`src/rtl/fork_eager_buffer.sv`:
```
// fork_eager_buffer
//   Two-entry FIFO (head slot plus skid slot) feeding an eager fork. Each
//   enabled consumer takes the head token exactly once, independently of its
//   siblings; the head retires once every enabled consumer has taken it (or
//   takes it in the current cycle). ready_in depends only on registered
//   occupancy, so upstream sees no combinational path from the consumers.
//
// Ports
//   clk        rising-edge clock
//   rst        asynchronous, active-high reset
//   data_in    upstream token data
//   valid_in   upstream token valid
//   ready_in   buffer can accept a token this cycle (occupancy < 2)
//   data_out   head token data, shared by all consumers
//   valid_out  per-consumer token valid
//   ready_out  per-consumer ready
//   fork_mask  per-consumer enable (quasi-static configuration)
module fork_eager_buffer #(
  parameter int DATA_WIDTH = 32,
  parameter int NUM_READYS = 2
) (
  input  logic                  clk,
  input  logic                  rst,
  input  logic [DATA_WIDTH-1:0] data_in,
  input  logic                  valid_in,
  output logic                  ready_in,
  output logic [DATA_WIDTH-1:0] data_out,
  output logic [NUM_READYS-1:0] valid_out,
  input  logic [NUM_READYS-1:0] ready_out,
  input  logic [NUM_READYS-1:0] fork_mask
);

  logic [1:0]            count_q, count_d;
  logic [DATA_WIDTH-1:0] head_q, head_d;
  logic [DATA_WIDTH-1:0] skid_q, skid_d;
  logic [NUM_READYS-1:0] done_q, done_d;

  logic                  head_valid;
  logic                  push;
  logic                  retire;
  logic [NUM_READYS-1:0] take;

  assign head_valid = (count_q != 2'd0);
  assign ready_in   = (count_q != 2'd2);
  assign push       = valid_in && ready_in;
  assign data_out   = head_q;
  assign valid_out  = {NUM_READYS{head_valid}} & fork_mask & ~done_q;
  assign take       = valid_out & ready_out;

  // A consumer no longer blocks the head if it is masked off, already served,
  // or is being served right now.
  assign retire = head_valid && ((~fork_mask | done_q | ready_out) == '1);

  always_comb begin
    count_d = count_q;
    head_d  = head_q;
    skid_d  = skid_q;
    done_d  = done_q;

    if (retire) begin
      done_d = '0;
    end else begin
      done_d = done_q | take;
    end

    unique case ({push, retire})
      2'b10:   count_d = count_q + 2'd1;
      2'b01:   count_d = count_q - 2'd1;
      default: count_d = count_q;
    endcase

    // Slot movement. Push with retire only happens at count 1 (ready_in is low
    // at count 2), so the incoming token goes straight into the head slot.
    if (retire) begin
      if (count_q == 2'd2) begin
        head_d = skid_q;
      end else if (push) begin
        head_d = data_in;
      end
    end else if (push) begin
      if (count_q == 2'd0) begin
        head_d = data_in;
      end else begin
        skid_d = data_in;
      end
    end
  end

  always_ff @(posedge clk or posedge rst) begin
    if (rst) begin
      count_q <= '0;
      head_q  <= '0;
      skid_q  <= '0;
      done_q  <= '0;
    end else begin
      count_q <= count_d;
      head_q  <= head_d;
      skid_q  <= skid_d;
      done_q  <= done_d;
    end
  end

endmodule

```
`config.mk`:
```
export PLATFORM = sky130hd
export DESIGN_NAME = fork_eager_buffer
export DESIGN_NICKNAME = d
export VERILOG_FILES = /design/src/rtl/fork_eager_buffer.sv
export SDC_FILE = /design/constraint.sdc
export NUM_CORES = 1
export LEC_CHECK = 0
export CORE_ASPECT_RATIO = 0.7
export CORE_MARGIN = 5
export CORE_UTILIZATION = 33
export CTS_CLUSTER_SIZE = 25
export DETAILED_ROUTE_END_ITERATION = 12
export SETUP_SLACK_MARGIN = 0.15
export SYNTH_ARGS = -nofsm -noshare
export SYNTH_HDL_FRONTEND = slang
export SYNTH_SLANG_ARGS = --single-unit
```
`constraint.sdc`:
```
create_clock -name clk -period 7.1 [get_ports clk]
set_input_delay 1.775 -clock clk [delete_from_list [all_inputs] [get_ports clk]]
set_output_delay 1.775 -clock clk [all_outputs]
set_load 0.005 [all_outputs]
```
### After elaboration in Yosys (flattened, before gate mapping)

Index checks and enable logic that the tools add are counted.
W data, S select, Z words.

| operators by class | value |
|---|---|
| equal/unequal tests | 5 |
| multiplexer cells | 7 |
| reductions and logical operators | 10 |
| bitwise logic cells | 10 |
| add/subtract/negate cells | 2 |

Operators with widths:

| cell | number |
|---|---|
| $mux W32 | 5 |
| $reduce_bool A2 Y1 | 5 |
| $and A2 B2 Y2 | 3 |
| $eq A2 B2 Y1 const B | 3 |
| $or A2 B2 Y2 | 3 |
| $reduce_and A3 Y1 | 2 |
| $not A2 Y2 | 2 |
| $pmux W2 S2 | 1 |
| $add A2 B1 Y2 const B | 1 |
| $eq A2 B1 Y1 const B | 1 |
| $logic_and A1 B1 Y1 | 2 |
| $logic_not A2 Y1 | 1 |
| $mux W2 | 1 |
| $ne A2 B2 Y1 const B | 1 |
| $not A1 Y1 | 2 |
| $sub A2 B1 Y2 const B | 1 |

| storage, ports and cells | value |
|---|---|
| logic and storage cells | 38 |
| register bits after elaboration | 68 |
| input bits | 39 |
| output and inout port bits | 35 |

### Logic depth before layout (Yosys ltp)

| logic depth | value |
|---|---|
| word-level depth | 7 |
| mapped depth | 9 |
| mapped depth without buffers | 8 |

### Worst setup path before layout

OpenSTA, ideal clock, no wires.

| path | value |
|---|---|
| kind | input-to-output |
| start point | in fork_mask[0] |
| end point | out valid_out[0] |
| data arrival time | 1916 ps |
| buffers on the path | 0 |
| slack | 3409 ps |
| cell stages on the path | 2 |
| cell sequence | nand2_1 -> nor2_1 |

| between the ends | value |
|---|---|
| longest elaborated chain between the ends | 2 |

Ends and longest elaborated chain:

| element | RTL line | RTL |
|---|---|---|
| start: declaration | 30 | `input logic [NUM_READYS-1:0] fork_mask` |
| $and A2 B2 Y2 (2 in series) | 47 | `assign valid_out = {NUM_READYS{head_valid}} & fork_mask & ~done_q;` |
| end: declaration | 28 | `output logic [NUM_READYS-1:0] valid_out,` |

No other way between the ends.

### Final worst setup path

| path | value |
|---|---|
| start point | reg count_q[1] |
| end point | out valid_out[0] |

| between the ends | value |
|---|---|
| longest elaborated chain between the ends | 3 |

Ends and longest elaborated chain:

| element | RTL line | RTL |
|---|---|---|
| start: declaration | 33 | `logic [1:0] count_q, count_d;` |
| start signal: assignment | 96 | `count_q <= count_d;` |
| $reduce_bool A2 Y1 | 43 | `assign head_valid = (count_q != 2'd0);` |
| $and A2 B2 Y2 (2 in series) | 47 |  |

No other way between the ends.

==> results.env <==
SYNTH_CELL_TYPE_COUNT=27
POSTSYNTHREGISTERBITS=68
INTPOWER_uW=1450
CLOCK_POWER_SHARE=0.188
PLACE_INST=464
GLOBAL_ROUTE_MET2_UTILIZATION=0.231
GRT_ANTENNA_BEFORE_REPAIR=0
PLACE_CONGESTION=0.712
CTS_INSERTED_BUFFERS=9
REPORT.FINAL.HOLD_VIOL_COUNT=0
VIA_COUNT=2529
FILL_CELLS=973
NUM_ANTENNA_CELLS=0
CRITICAL_PATH.MAX_FANOUT=38
DRT_PASS1_ITERATIONS=4
GRTUSAGEMET3=0.0533
WORST_SETUP_PATH_END_KIND='output pin'
ANTENNA_VIOLATING_NETS_LEFT=0
H_TREE_LEVELS=3
SETUP_VIOLATIONS=0
LAYOUT-DRIVE-GT1-SHARE=0.167
GRT_USAGE=0.145
SWITCHING_SHARE=0.346
CTS_TREE='done'
DRT-WIRELENGTH-PER-CELL_UM=17.9
PIN_COUNT_OF_THE_BIGGEST_NET_ENTERING_GLOBAL_ROUTING=69
PIN_COUNT=74
DETAIL_ROUTE.DRC_VIOLATIONS=0
ROUTE.FINAL.WIRE_LENGTH_UM=8600
LAYOUT.CELLS.NON_FILLER=480
IO_BUFFERS=73
POST_SYNTH_TOP_AREA_CELL='sky130_fd_sc_hd__dfrtp_1'
PEAKVDDDROP_mV=0.158
SEQPWRFRAC=0.328
RUN_STATUS='finished clean'
HOLDCRITPATHCLASS='reg -> reg'
CP_DATA_ARRIVAL_TIME_PS=2970
SYNTH.MUX.AREA_FRACTION=0.104
GLOBALROUTEMET1UTIL=0.185
DIE-AREA_UM2=12700
CRIT_PATH_CATEGORY='reg -> out'
OVERFLOW_AFTER_GRT=0
CLOCK_TREE.ROOT_CELL='sky130_fd_sc_hd__clkbuf_16'
FINAL.PERIOD_UTILIZATION=0.668
SYNTH_FP_NETS=319
SYNTHTOPCELLSBYAREA='sky130_fd_sc_hd__dfrtp_1 (49%), sky130_fd_sc_hd__a2bb2oi_2 (13%), sky130_fd_sc_hd__mux2_1 (10%)'
SLEW-LIMIT-HEADROOM=0.271
CORE_AREA_UM2=10300
PERIOD_MINUS_SLACK_PS=4740
SYNTHMOSTINSTANTIATEDCELL='sky130_fd_sc_hd__dfrtp_1'
MAPPEDNETLISTAREA_UM2=3460
POST_CTS_RESIZE_COUNT=0
CLOCK_LATENCY_ON_THE_WORST_SKEW_PAIR_PS=330
EFFECTIVE_UTILIZATION_AT_FLOORPLAN=0.336
SYNTH-ASYNC-RESET-RATIO=1.00
FINAL_UTIL=0.442
TOTAL_CHIP_POWER_uW=2220
SETUP_REPAIR_AFTER_GLOBAL_ROUTING_MISSED_ITS_MARGIN='false'
GRT_PASS1_WL_UM=14300
SYNTH_TOP_AREA_FRAC=0.491
SYN2LAYOUT_AREA_GROWTH_PCT=31.6
SYNTH_TOP_CELLS_BY_COUNT='sky130_fd_sc_hd__dfrtp_1 (68), sky130_fd_sc_hd__mux2_1 (32), sky130_fd_sc_hd__nor2_1 (32), sky130_fd_sc_hd__o22ai_1 (32), sky130_fd_sc_hd__a2bb2oi_2 (30)'
PLACEDINSTANCEAREA_UM2=4280
DIE_W_UM=132
SYN_INST=278
SYNTH_EDF_COUNT=0
TIMING.CRITICAL_PATH.REQUIRED_PS=5330
GLOBAL_ROUTE.PEAK_USAGE_LAYER='met2'
SETUP_TNS_PS=0
YOSYS_MOST_USED_DFF='sky130_fd_sc_hd__dfrtp_1'
POST_SYNTH_XOR_AREA_FRACTION=0.00759
POWERDENSITY_nW_PER_UM2=488
MAIN_COMBINATIONAL_CELL_FAMILY_BY_AREA_AFTER_SYNTHESIS='compound AO/OA/AOI/OAI gates'
SYNTH_SIMPLE_GATE_AREA_FRAC=0.0571
DIE-HEIGHT_UM=95.7
SYNTH.YOSYS.SEQ_AREA_SHARE=0.491
CRITPATHLAUNCHTYPE='flop'
YS.WARNINGS.COUNT=0
COMBINATIONALPOWERSHARE=0.485
FP-ROW-COUNT=31
FIN_SKEW_PS=4.68
FIRST_GLOBAL_VIAS=2687
POST_CTS.REPAIR.SETUP_BUFFERS=0
FINAL_DESIGN_AREA_NO_FILL_UM2=4560
CLOCK_TREE.BUFFER_DEPTH=2
TOTAL_SWITCHING_POWER_uW=770
WORST_MAX_SLEW_PIN_SLEW_PS=1090
DR.FIRST_ITER.DRC_COUNT=94
CTS.CLK_SLEW.WORST_PATHS_PS=50
SYNTH.AVG_CELL_AREA_UM2=12.5
POST_SYNTH_FA_HA_MAJ_AREA_FRACTION=0.00723
ROUTED_VIA_DENSITY=5.27
CLOCK_SINKS=68
PLACE.DETAILED.HPWL_UM=5390
COMPOUND_CELL_AREA_SHARE_OF_THE_YOSYS_NETLIST=0.288
FINALMAXSLEWVIOLATIONS=0
MAX_CAP_VIOLATIONS=0
CLOCK.FMAX_GHz=0.211
NNETSFINAL=384
CTSHOLDBUFFERS=0
P_LEAK_uW=0.00180
==> per-stage QoR <==
stage                     hold WS, ps  setup slack, ps
after global routing              501             2130
after CTS                         488             2290
after global placement            468             2400
after detailed placement          477             2390
after floorplan                   459             3410
final                             482             2360
==> cells in the final DEF, fill, tap and decap left out, types with 2 or more instances in the layout <==
master / n
sky130_fd_sc_hd__clkdlybuf4s50_1: 73
sky130_fd_sc_hd__a2bb2oi_1: 29
sky130_fd_sc_hd__inv_1: 2
sky130_fd_sc_hd__dfrtp_1: 68
sky130_fd_sc_hd__nor3b_2: 2
sky130_fd_sc_hd__xnor2_1: 2
sky130_fd_sc_hd__nor2_1: 32
sky130_fd_sc_hd__a31oi_1: 2
sky130_fd_sc_hd__clkbuf_16: 9
sky130_fd_sc_hd__mux2_1: 32
sky130_fd_sc_hd__a2bb2oi_2: 30
sky130_fd_sc_hd__clkbuf_1: 3
sky130_fd_sc_hd__nand2_1: 3
sky130_fd_sc_hd__buf_4: 7
sky130_fd_sc_hd__clkbuf_8: 3
sky130_fd_sc_hd__o2bb2ai_1: 5
sky130_fd_sc_hd__ha_1: 2
sky130_fd_sc_hd__o22ai_1: 32
==> worst paths after layout <==
path | startpoint | end | slack, ps | cells past startpoint
worst max-delay path | count_q[1]$_DFFE_PP0P_ | valid_out[0] | 2360 | 4
worst min-delay path | skid_q[19]$_DFFE_PP0P_ | skid_q[19]$_DFFE_PP0P_ | 480 | 1
worst max register to register | count_q[1]$_DFFE_PP0P_ | data_out[24]$_DFFE_PP0P_ | 3220 | 8
worst min register to register | skid_q[19]$_DFFE_PP0P_ | skid_q[19]$_DFFE_PP0P_ | 480 | 1
max in group asynchronous | rst | skid_q[26]$_DFFE_PP0P_ | 4530 | 3
min in group asynchronous | rst | data_out[8]$_DFFE_PP0P_ | 2010 | 3
==> power by group through the flow <==
stage / Clock (µW) / Combinational [µW] / Sequential (µW)
global route: 452 / 1180 / 756
floorplan: 0 / 769 / 695
CTS: 433 / 1100 / 731
global placement: 0 / 1070 / 728
detailed placement: 0 / 1090 / 736
finish: 417 / 1080 / 729
==> state kept, by name (all words and copies together), names as in the netlist <==
name	count
data_out	32
done_q	2
count_q	2
skid_q	32
==> layer usage <==
metal / part of all wire / vias to the layer above
met5: 0 / -
met4: 0.013 / 0
met3: 0.057 / 11
met2: 0.45 / 55
met1: 0.48 / 1278
li1: - / 1185
==> cell families after synthesis <==
group | count (synthesis)
adders and majority gates | 2
AOI/OAI and AO/OA | 100
DFF | 68
muxes | 32
and+or+nand+nor | 43
buffers and inverters | 30
xor gates and xnor gates | 3
==> critical path: stages (launching register included) <==
cell and delay, ps:
sky130_fd_sc_hd__dfrtp_1 1060, sky130_fd_sc_hd__or2_2 840, sky130_fd_sc_hd__nand2_1 110, sky130_fd_sc_hd__nor2_1 110, sky130_fd_sc_hd__clkdlybuf4s50_1 500
==> layout make-up <==
| cell class | count | area, µm² | share of cell area |
|---|---|---|---|
| clock inverters | 1 | 5.00 | 0.00110 |
| well taps | 132 | 165 | 0.0362 |
| repair buffers | 80 | 783 | 0.172 |
| inverters | 4 | 15.0 | 0.00329 |
| flip-flops and latches | 68 | 1700 | 0.373 |
| clock buffers | 15 | 278 | 0.0609 |
| multi-input cells | 180 | 1610 | 0.353 |
Power figures use the tool's default switching activity.
